$ cat src/rtl/mod3_pkg.sv
// Shared mod-3 definitions for the frame serializer and the serial multiple-of-three detector.
package mod3_pkg;

  typedef enum logic [1:0] {IDLE, DATA, CHECK} state_t;

  localparam logic [1:0] REM0 = 2'd0;
  localparam logic [1:0] REM1 = 2'd1;
  localparam logic [1:0] REM2 = 2'd2;

  // rem' = (2*rem + b) mod 3
  function automatic logic [1:0] mod3_next(input logic [1:0] rem, input logic b);
    case (rem)
      REM0:    return b ? REM1 : REM0;
      REM1:    return b ? REM0 : REM2;
      default: return b ? REM2 : REM1;
    endcase
  endfunction

  // Two trailing bits c with (4*rem + c) mod 3 == 0, MSB-first
  function automatic logic [1:0] mod3_check(input logic [1:0] rem);
    case (rem)
      REM1:    return 2'b10;
      REM2:    return 2'b01;
      default: return 2'b00;
    endcase
  endfunction

endpackage

$ cat src/rtl/mod3_rem_tracker.sv
// Registered running mod-3 remainder; clear restarts from 0, and clear+advance folds the first bit in.
module mod3_rem_tracker
  import mod3_pkg::*;
(
  input  logic       clk,
  input  logic       reset,
  input  logic       clear,
  input  logic       advance,
  input  logic       data_bit,
  output logic [1:0] rem
);

  logic [1:0] base;

  assign base = clear ? REM0 : rem;

  always_ff @(posedge clk) begin
    if (reset)
      rem <= REM0;
    else if (advance)
      rem <= mod3_next(base, data_bit);
    else if (clear)
      rem <= REM0;
  end

endmodule

$ cat src/rtl/mod3_frame_serializer.sv
// Shifts a DATA_W-bit word out MSB-first and appends 2 check bits so each frame is divisible by 3.
// Optional MOD3_REM_DBG_EN adds the rem_dbg output (registered running remainder).
module mod3_frame_serializer
  import mod3_pkg::*;
#(
  parameter int DATA_W = 8,
  parameter int CNT_W  = $clog2(DATA_W + 2)
) (
  input  logic              clk,
  input  logic              reset,
  input  logic              in_valid,
  output logic              in_ready,
  input  logic [DATA_W-1:0] in_data,
  output logic              ser_out,
  output logic              ser_valid,
  output logic              ser_sof,
  output logic              ser_eof
`ifdef MOD3_REM_DBG_EN
  ,
  output logic [1:0]        rem_dbg
`endif
);

  state_t            state, state_n;
  logic [CNT_W-1:0]  cnt, cnt_n;
  logic [DATA_W-1:0] shreg, shreg_n;
  logic [1:0]        rem;
  logic [1:0]        chk;
  logic              accept, last_data, last_chk;
  logic              rem_clear, rem_adv, rem_bit;

  assign last_data = (cnt == CNT_W'(DATA_W - 1));
  assign last_chk  = (cnt == CNT_W'(1));
  assign accept    = in_valid && in_ready;
  assign chk       = mod3_check(rem);

  // rem always includes the payload bit currently on ser_out, so the first bit is folded in at accept
  assign rem_clear = accept || (state == CHECK && last_chk);
  assign rem_adv   = accept || (state == DATA && !last_data);
  assign rem_bit   = accept ? in_data[DATA_W-1] : shreg[DATA_W-2];

  mod3_rem_tracker u_rem (
    .clk      (clk),
    .reset    (reset),
    .clear    (rem_clear),
    .advance  (rem_adv),
    .data_bit (rem_bit),
    .rem      (rem)
  );

  always_ff @(posedge clk) begin
    if (reset) begin
      state <= IDLE;
      cnt   <= '0;
      shreg <= '0;
    end else begin
      state <= state_n;
      cnt   <= cnt_n;
      shreg <= shreg_n;
    end
  end

  always_comb begin
    state_n   = state;
    cnt_n     = cnt;
    shreg_n   = shreg;
    in_ready  = 1'b0;
    ser_out   = 1'b0;
    ser_valid = 1'b0;
    ser_sof   = 1'b0;
    ser_eof   = 1'b0;

    case (state)
      IDLE: begin
        in_ready = 1'b1;
      end
      DATA: begin
        ser_valid = 1'b1;
        ser_out   = shreg[DATA_W-1];
        ser_sof   = (cnt == '0);
        shreg_n   = {shreg[DATA_W-2:0], 1'b0};
        if (last_data) begin
          state_n = CHECK;
          cnt_n   = '0;
        end else begin
          cnt_n = cnt + CNT_W'(1);
        end
      end
      CHECK: begin
        ser_valid = 1'b1;
        ser_out   = last_chk ? chk[0] : chk[1];
        ser_eof   = last_chk;
        in_ready  = last_chk;
        if (last_chk) begin
          state_n = IDLE;
          cnt_n   = '0;
        end else begin
          cnt_n = CNT_W'(1);
        end
      end
      default: begin
        state_n = IDLE;
        cnt_n   = '0;
      end
    endcase

    // Accept is only possible in IDLE or the eof cycle and overrides both
    if (accept) begin
      state_n = DATA;
      cnt_n   = '0;
      shreg_n = in_data;
    end
  end

`ifdef MOD3_REM_DBG_EN
  assign rem_dbg = rem;
`endif

endmodule

$ cat config.mk
export PLATFORM = sky130hd
export DESIGN_NAME = mod3_frame_serializer
export DESIGN_NICKNAME = d
export VERILOG_FILES = /design/src/rtl/mod3_pkg.sv /design/src/rtl/mod3_rem_tracker.sv /design/src/rtl/mod3_frame_serializer.sv
export SDC_FILE = /design/constraint.sdc
export NUM_CORES = 1
export LEC_CHECK = 0
export CAP_MARGIN = 0
export CORE_ASPECT_RATIO = 0.9
export CORE_UTILIZATION = 52
export DETAILED_ROUTE_END_ITERATION = 12
export GPL_TIMING_DRIVEN = 0
export PLACE_DENSITY = 0.86
export RECOVER_POWER = 25
export SLEW_MARGIN = 15
export SYNTH_ARGS = -nofsm -noshare
export SYNTH_HDL_FRONTEND = slang
export SYNTH_HIERARCHICAL = 1
export SYNTH_SLANG_ARGS = --single-unit
export TNS_END_PERCENT = 100
$ cat constraint.sdc
create_clock -name clk -period 2.6 [get_ports clk]
set_input_delay 0.52 -clock clk [delete_from_list [all_inputs] [get_ports clk]]
set_output_delay 0.52 -clock clk [all_outputs]
set_load 0.03 [all_outputs]
Yosys cells after proc, flatten, opt, wreduce, memory -nomap -nowiden. Index checks and enable logic that the tools add are counted.

Flip-flop bits (word level): 16. Input bits: 11. Output and inout port bits: 5. Logic and storage cells: 56.

Add/sub/neg operators: 1. Equality and inequality tests: 12. Multiplexer cells: 23. Bitwise logic cells: 1. Reductions and logical operators: 14.

Operators with widths (number): 8-bit 2-to-1 mux (2); 2-bit 2-to-1 mux (6); 4-bit one-hot mux with 3 select lines (1); 1-bit 2-to-1 mux (8); 2-bit one-hot mux with 2 select lines (2); 2-bit by 1-bit == test with 1-bit output (second input constant) (3); 2-bit != test (second input constant) (3); 3-bit != test (second input constant) (2); 2-bit one-hot mux with 3 select lines (1); 3-bit AND reduction (2); 4-bit by 1-bit adder with 4-bit output (second input constant) (1); 2-bit == test (second input constant) (2); 4-bit by 1-bit == test with 1-bit output (second input constant) (1); 4-bit by 3-bit == test with 1-bit output (second input constant) (1); 2-bit logical NOT (2); 4-bit logical NOT (1); 4-bit 2-to-1 mux (1); 1-bit one-hot mux with 2 select lines (2); 2-bit OR reduction (2); 1-bit logical AND (3); 1-bit logical OR (2); 2-bit nonzero test (1); 1-bit logical NOT (1); 1-bit NOT (1).

Longest topological paths before layout.
Word-level depth: 8. Mapped depth: 9. Mapped depth without buffers: 8.

By module. The synthesis kept the hierarchy.

Modules (own cells, without submodules): mod3_frame_serializer (instances 1, cells each 102, area each 882.1 um2, seq. area each 280.3 um2); mod3_rem_tracker (instances 1, cells each 12, area each 107.6 um2, seq. area each 40.0 um2).

Least setup slack after synthesis. No wires, ideal clock.

Kind: reg2out. From: register cnt[0]. To: output port ser_out. Data arrival time: 1.792 ns. Data required time: 2.080 ns. Path slack: 0.288 ns. Cell stages (with the launch flop): 6. Buffers on the path: 0. Cells stage by stage: dfxtp_1 -> ha_1 -> nor3b_1 -> and3b_1 -> o21ai_0 -> a21boi_0.

Cells in the longest elaborated chain, start to end: 3.

Ends and longest elaborated chain: start: declaration (line mod3_frame_serializer.sv:25) `logic [CNT_W-1:0] cnt, cnt_n;`; start signal: assignment (line mod3_frame_serializer.sv:58) `cnt <= cnt_n;`; 4-bit by 1-bit == test with 1-bit output (line mod3_frame_serializer.sv:33) `assign last_chk = (cnt == CNT_W'(1));`; 1-bit 2-to-1 mux (line mod3_frame_serializer.sv:91) `ser_out = last_chk ? chk[0] : chk[1];`; 1-bit one-hot mux with 2 select lines (line mod3_frame_serializer.sv:73) `case (state)`; end: declaration (line mod3_frame_serializer.sv:14) `output logic ser_out,`.

No other way between the ends.

Worst setup path after layout. Ends and elaborated chain as after synthesis.

==> impl_metrics.toml <==
[status]
status = "finished clean"

[power]
power.share.clock = 0.294
p_comb_frac = 0.238
total_switching_power_mw = 0.170
power.density_nw_per_um2 = 479
p_leak_nw = 0.455
switching_share = 0.294
p_total_mw = 0.580
p_int_mw = 0.409
sequentialPowerShare = 0.468
ir_worst_vdd_mv = 0.375

[placed_design]
dp_hpwl_um = 1600
io_buffers = 15
dpl_worst_slack_ps = -70.9
gpl.final_weighted_congestion = 0.902
placed_cells = 153

[global_route]
grt_overflow = 0
grt_usage = 0.225
antenna_found_initial = 0
grt_pass1_vias = 786
grt_pass1_wl_um = 3260
grt_max_degree = 19

[floorplan]
start_util = 0.571
top_level_ports = 16
die_y_um = 43.4
core_um2 = 1730
num_rows = 14
dieArea_um2 = 2080
die_x_um = 48.0

[clocking]
clockBufferDepth = 2
cts_setup_buffers = 0
path_clk_slew_ps = 100
root_buffer = "clkbuf_4"
cts_resized = 6
htree_levels = 1
clk_latency_ps = 290
numCtsBuffers = 3
postCtsHoldBufs = 0
cts_tree = "yes"
cts.sinks = 16

[layout]
syn_to_final_growth_pct = 22.3
fin_util = 0.698
fin_nets = 150
diodes = 0
drive_above_1_share = 0.136
fin_cells = 156

[routing]
vias = 924
wl_um = 2130
route.met2.wl_um = 1070
via_per_inst = 5.92
drtIter0Drc = 42
firstDrtPassIters = 4
wl_per_cell_um = 13.6
antenna_left = 0
dr.max_layer_used = "met4"
wl_met3_um = 129
wl_met1_um = 892
drc = 0

[timing]
rsz0062_at_grt = "no"
post-route-min-period_ps = 2520
finalWorstSetupSlack_ps = 82.0
timing.fmax_mhz = 397
worstMarginPinSlew_ps = 504
drv_slew = 0
finalCritPeriodShare = 0.968
finalHoldViolCount = 0
hold_slack_ps = 554
slew_headroom = 0.664
setup_viol = 0
finalClockSkew_ps = 2.90

[logic_synthesis]
synth-xor-area-share = 0
avgSynthCellArea_um2 = 8.68
synthCells = 114
yosys.area_share.simple = 0.264
yosys.area_share.adder = 0.0759
syn_area_um2 = 990
synth_cell_types = 35
synth_top_family_by_area = "simple AND/OR/NAND/NOR gates"
synth_compound_gate_area_share = 0.182
synth.area.mux_share = 0.0923
synth_warnings = 6
ys_ff_latch = 16
syn_nets = 131
seq_area_frac_synth = 0.324

[setup_path]
r2r_cells = 8
slowest_stage = "dfxtp_1"
path_class = "reg2out"
cp.required_ps = 2080
start_kind = "flop"
r2r-start = "state[0]"
worstPathCellList = "ha_1 -> nor3b_2 -> and3b_1 -> o21ai_0 -> a21boi_0 -> clkdlybuf4s15_2"
r2r_setup_slack_ps = 400
cpPeakStageDelay_ps = 420
crit_path_end_kind = "primary output"
cp.arrival_ps = 2000
cp_max_fo = 5
r2r_end = "u_rem/rem[1]"

[min_path]
hp-class = "reg2reg"
hold_path_end = "cnt[0]"
hold-path-cell-count = 2
hold_start = "cnt[0]"

[run]
drv_cap = 0
## Yosys cell counts
master    count  area share
dfxtp_1      16        0.32
nor2_1       15       0.057
nand2_1       9       0.034
mux2i_1       8       0.081
ha_1          6       0.076
a211oi_1      5       0.038
inv_1         5       0.019
a21oi_1       4       0.020
a31oi_1       4       0.025
nor3b_1       4       0.030
clkbuf_1      3       0.011
nand2b_1      3       0.019
nand4_1       3       0.019
nor3_1        3       0.015
o21ai_0       3       0.015
a211oi_2      2       0.025
buf_4         2       0.015
nor2b_1       2       0.013
a21boi_0      1      0.0076
a32oi_1       1      0.0089
and3b_1       1      0.0089
and4bb_1      1       0.013
and4bb_4      1       0.016
buf_6         1       0.011
clkbuf_2      1      0.0051
mux2_2        1       0.011
nand3_1       1      0.0051
nand3b_1      1      0.0076
nor3_2        1       0.010
o211ai_1      1      0.0076
o21ai_4       1       0.016
o221ai_1      1      0.0089
o31a_1        1      0.0089
or2_2         1      0.0063
or4b_2        1       0.010
## critical path: cells and delay by family, from the launching register on
family / cells / cell delay, ps
and+or+nand+nor: 2 / 430
DFF: 1 / 420
buffers and inverters: 1 / 320
AOI/OAI and AO/OA: 2 / 300
adders and majority gates: 1 / 230
## power by group through the flow
stage               combinational, mW  clock [mW]  sequential, mW
floorplan                      0.0970           0           0.274
global placement                0.135           0           0.276
detailed placement              0.140           0           0.277
CTS                             0.137       0.174           0.272
global route                    0.150       0.181           0.273
finish                          0.138       0.170           0.272
## cell type report
class / instances / area [µm²]
inverter: 5 / 18.8
sequential: 16 / 320
timing repair buffer: 15 / 153
tap: 24 / 30.0
buffer: 6 / 38.8
fill: 136 / 524
multi-input combinational: 86 / 613
clock buffer: 4 / 36.3
## stage by stage
| stage | TNS, ps | cell area (µm²) |
|---|---|---|
| finish | 0 | 1210 |
| global route | 0 | 1210 |
| CTS | 0 | 1210 |
| detailed placement | -82.0 | 1170 |
| global placement | -17.3 | 1170 |
| floorplan | 0 | 990 |
## cell families after synthesis
family | after synthesis
AND/OR/NAND/NOR | 47
AO/OA/AOI/OAI | 24
flip-flops | 16
buffers and inverters | 12
multiplexers | 9
adder cells (fa/ha/maj) | 6
## registers in the layout (all words and copies together) (netlist names)
name	count
cnt	4
shreg	8
u_rem/rem	2
state	2
## layout by cell type, fill, tap and decap left out, types with 2 or more instances in the layout
cell type and n:
a211oi_1 5, ha_1 6, nor2_1 15, a31oi_1 4, nand4_1 3, nor2b_1 2
mux2i_1 8, o21ai_0 3, nand2_1 9, inv_1 5, buf_4 2, nor3b_1 3
nand2b_1 3, clkdlybuf4s50_1 12, nor3_1 3, clkbuf_4 3, a211oi_2 2, a21oi_1 4
dfxtp_1 16, clkbuf_1 2
## metal layers
metal,track usage,vias up
met5,0,-
met4,0.0944,0
met3,0.0542,7
met2,0.357,44
met1,0.285,430
li1,-,443
## worst max path at each step
stage          startpoint  cells past startpoint       to  slack [ps]
6_report           cnt[0]                      6  ser_out          80
4_1_cts          state[1]                      6  ser_sof          50
2_1_floorplan      cnt[0]                      5  ser_out         290
3_5_place_dp       cnt[0]                      6  ser_out         -70
5_1_grt            cnt[0]                      6  ser_out           8
3_3_place_gp       cnt[0]                      6  ser_out         -20
Power figures use the tool's default switching activity.
==> variant (same settings) <==
The parameter `DATA_W` goes from 8 to 16.
--- a/src/rtl/mod3_frame_serializer.sv
+++ b/src/rtl/mod3_frame_serializer.sv
@@ -5,3 +5,3 @@
 #(
-  parameter int DATA_W = 8,
+  parameter int DATA_W = 16,
   parameter int CNT_W  = $clog2(DATA_W + 2)
Interface: changed (resized in_data); port bits go from 16 to 24. The function was not compared with the original's and may differ.
==> variant against the original RTL <==
Sequential share of layout area increased by 3.5 points; power up 42%; sequential power up 59%; design area rose by 39%; setup slack improved by 0.033 ns; routed wire length is 33% higher; synthesized cell count rose by 28%; sequential cell count grew 9; global-route usage is 1.7 points lower; area after synthesis grew 38%; clock skew grew 0.0099 ns; maximum frequency grew 1.3%; critical endpoint unchanged.
==> variant: results <==
export IMPL_synth_compound_area_share_pct=18.32
export IMPL_drt_initial_drc_count=29
export IMPL_wl_per_cell_um=14.12
export IMPL_ys_flop_type="dfxtp_1"
export IMPL_grt_max_degree=15
export IMPL_dpl_hpwl_um=2144
export IMPL_worstSetupStartpoint="cnt[1]"
export IMPL_cp_max_fo=4
export IMPL_critPathArrivalTime_ns=1.96
export IMPL_fin_util_pct=68.05
export IMPL_place_gp_congestion=0.8349
export IMPL_outcome="finished, final reports clean"
export IMPL_cts_buffers_inserted=3
export IMPL_first_global_vias=1107
export IMPL_synth_adder_area_share_pct=5.495
export IMPL_clk_latency_ns=0.31
export IMPL_wl_met1_um=1289
export IMPL_ys_types=37
export IMPL_skew_ns=0.01283
export IMPL_nNetsFinal=199
export IMPL_route_met3_wl_um=88
export IMPL_switching_share_pct=29.89
export IMPL_grt_pass1_wl_um=4761
export IMPL_min_delay_start="state[0]"
export IMPL_wl_met2_um=1444
export IMPL_synth_area_leaders="dfxtp_1, mux2i_1, a211oi_1, nor2_1, ha_1"
export IMPL_irDropWorstVdd_v=0.0003789
export IMPL_synth_fp_nets=171
export IMPL_n_fill_cell=196
export IMPL_portBuffers=23
export IMPL_biggestRegsByFlops="shreg x16, cnt x5"
export IMPL_drive_gt1_share_pct=13.29
export IMPL_cts_clk_slew_worst_paths_ns=0.14
export IMPL_tightest_slew_ns=0.6063
export IMPL_synth_common_cells="dfxtp_1, nor2_1, a211oi_1, mux2i_1, nand2_1"
export IMPL_power_static_leakage_uw=0.0006270
export IMPL_critPathSlowestCell="or4b_4"
export IMPL_grt_usage_pct=20.77
export IMPL_async_reset_ff_share_pct=0
export IMPL_cp_slowest_stage_delay_ns=0.47
export IMPL_met1_usage_pct=26.43
export IMPL_vias_per_cell=5.841
export IMPL_grtUsageMet3_pct=2.320
export IMPL_use_met2_pct=38.10
export IMPL_muxShareOfSynthArea_pct=12.55
export IMPL_timing_rr_start="state[0]"
export IMPL_synthXorXnorAreaFrac_pct=0
export IMPL_ys_seq_area_share_pct=36.63
-- variant: cell count changes in the layout (fill, tap and decap cells not counted), sizes merged, moves of 2 or more --
cell and delta:
dfxtp +9, a21oi +2, clkdlybuf4s50 +7, mux2i +8
nand4 -3, nor2 +6, nand2 -2, a211oi +9
buf +2, nor4 +2
-- variant: timing repair --
action / CTS / global route
setup endpoints to repair: 4 / 2
hold endpoints to repair: 0 / 0
resized for setup: 12 / 7
pin swaps: 1 / 2
-- variant: final cells by class --
class,count,area share [%]
Buffer,8,2.981
Timing Repair Buffer,23,13.41
Clock inverter,1,0.2981
Clock buffer,3,1.341
Tap cell,28,2.086
Multi-Input combinational cell,108,48.81
Sequential cell,25,29.96
Inverter,5,1.118
-- variant: metrics by stage --
step | instance area [um^2] | std cells | setup TNS [ns] | hold slack (ns) | worst slack [ns]
6_report | 1679 | 201 | 0 | 0.5409 | 0.1151
5_1_grt | 1679 | 201 | -0.03815 | 0.5861 | -0.03815
4_1_cts | 1657 | 201 | 0 | 0.5411 | 0.0006539
3_5_place_dp | 1632 | 197 | -0.1913 | 0.5208 | -0.1796
3_3_place_gp | 1632 | 197 | -0.1649 | 0.5085 | -0.1649
2_1_floorplan | 1366 | 146 | 0 | 0.4852 | 0.1369
-- variant: path summary, 6_finish.rpt --
| kind | endpoint | slack (ns) | cells after the start |
|---|---|---|---|
| min reg2reg | state[0] | 0.54 | 2 |
| min | state[0] | 0.54 | 2 |
| max | ser_out | 0.12 | 7 |
| max reg2reg | u_rem/rem[1] | 0.47 | 9 |
-- variant: power groups by stage --
stage                     sequential [uW]  combinational [uW]  clock [uW]
after global placement                438                 212           0
after global routing                  436                 240         190
after CTS                             432                 218         172
after floorplan                       435                 153           0
after detailed placement              441                 219           0
final                                 433                 220         171
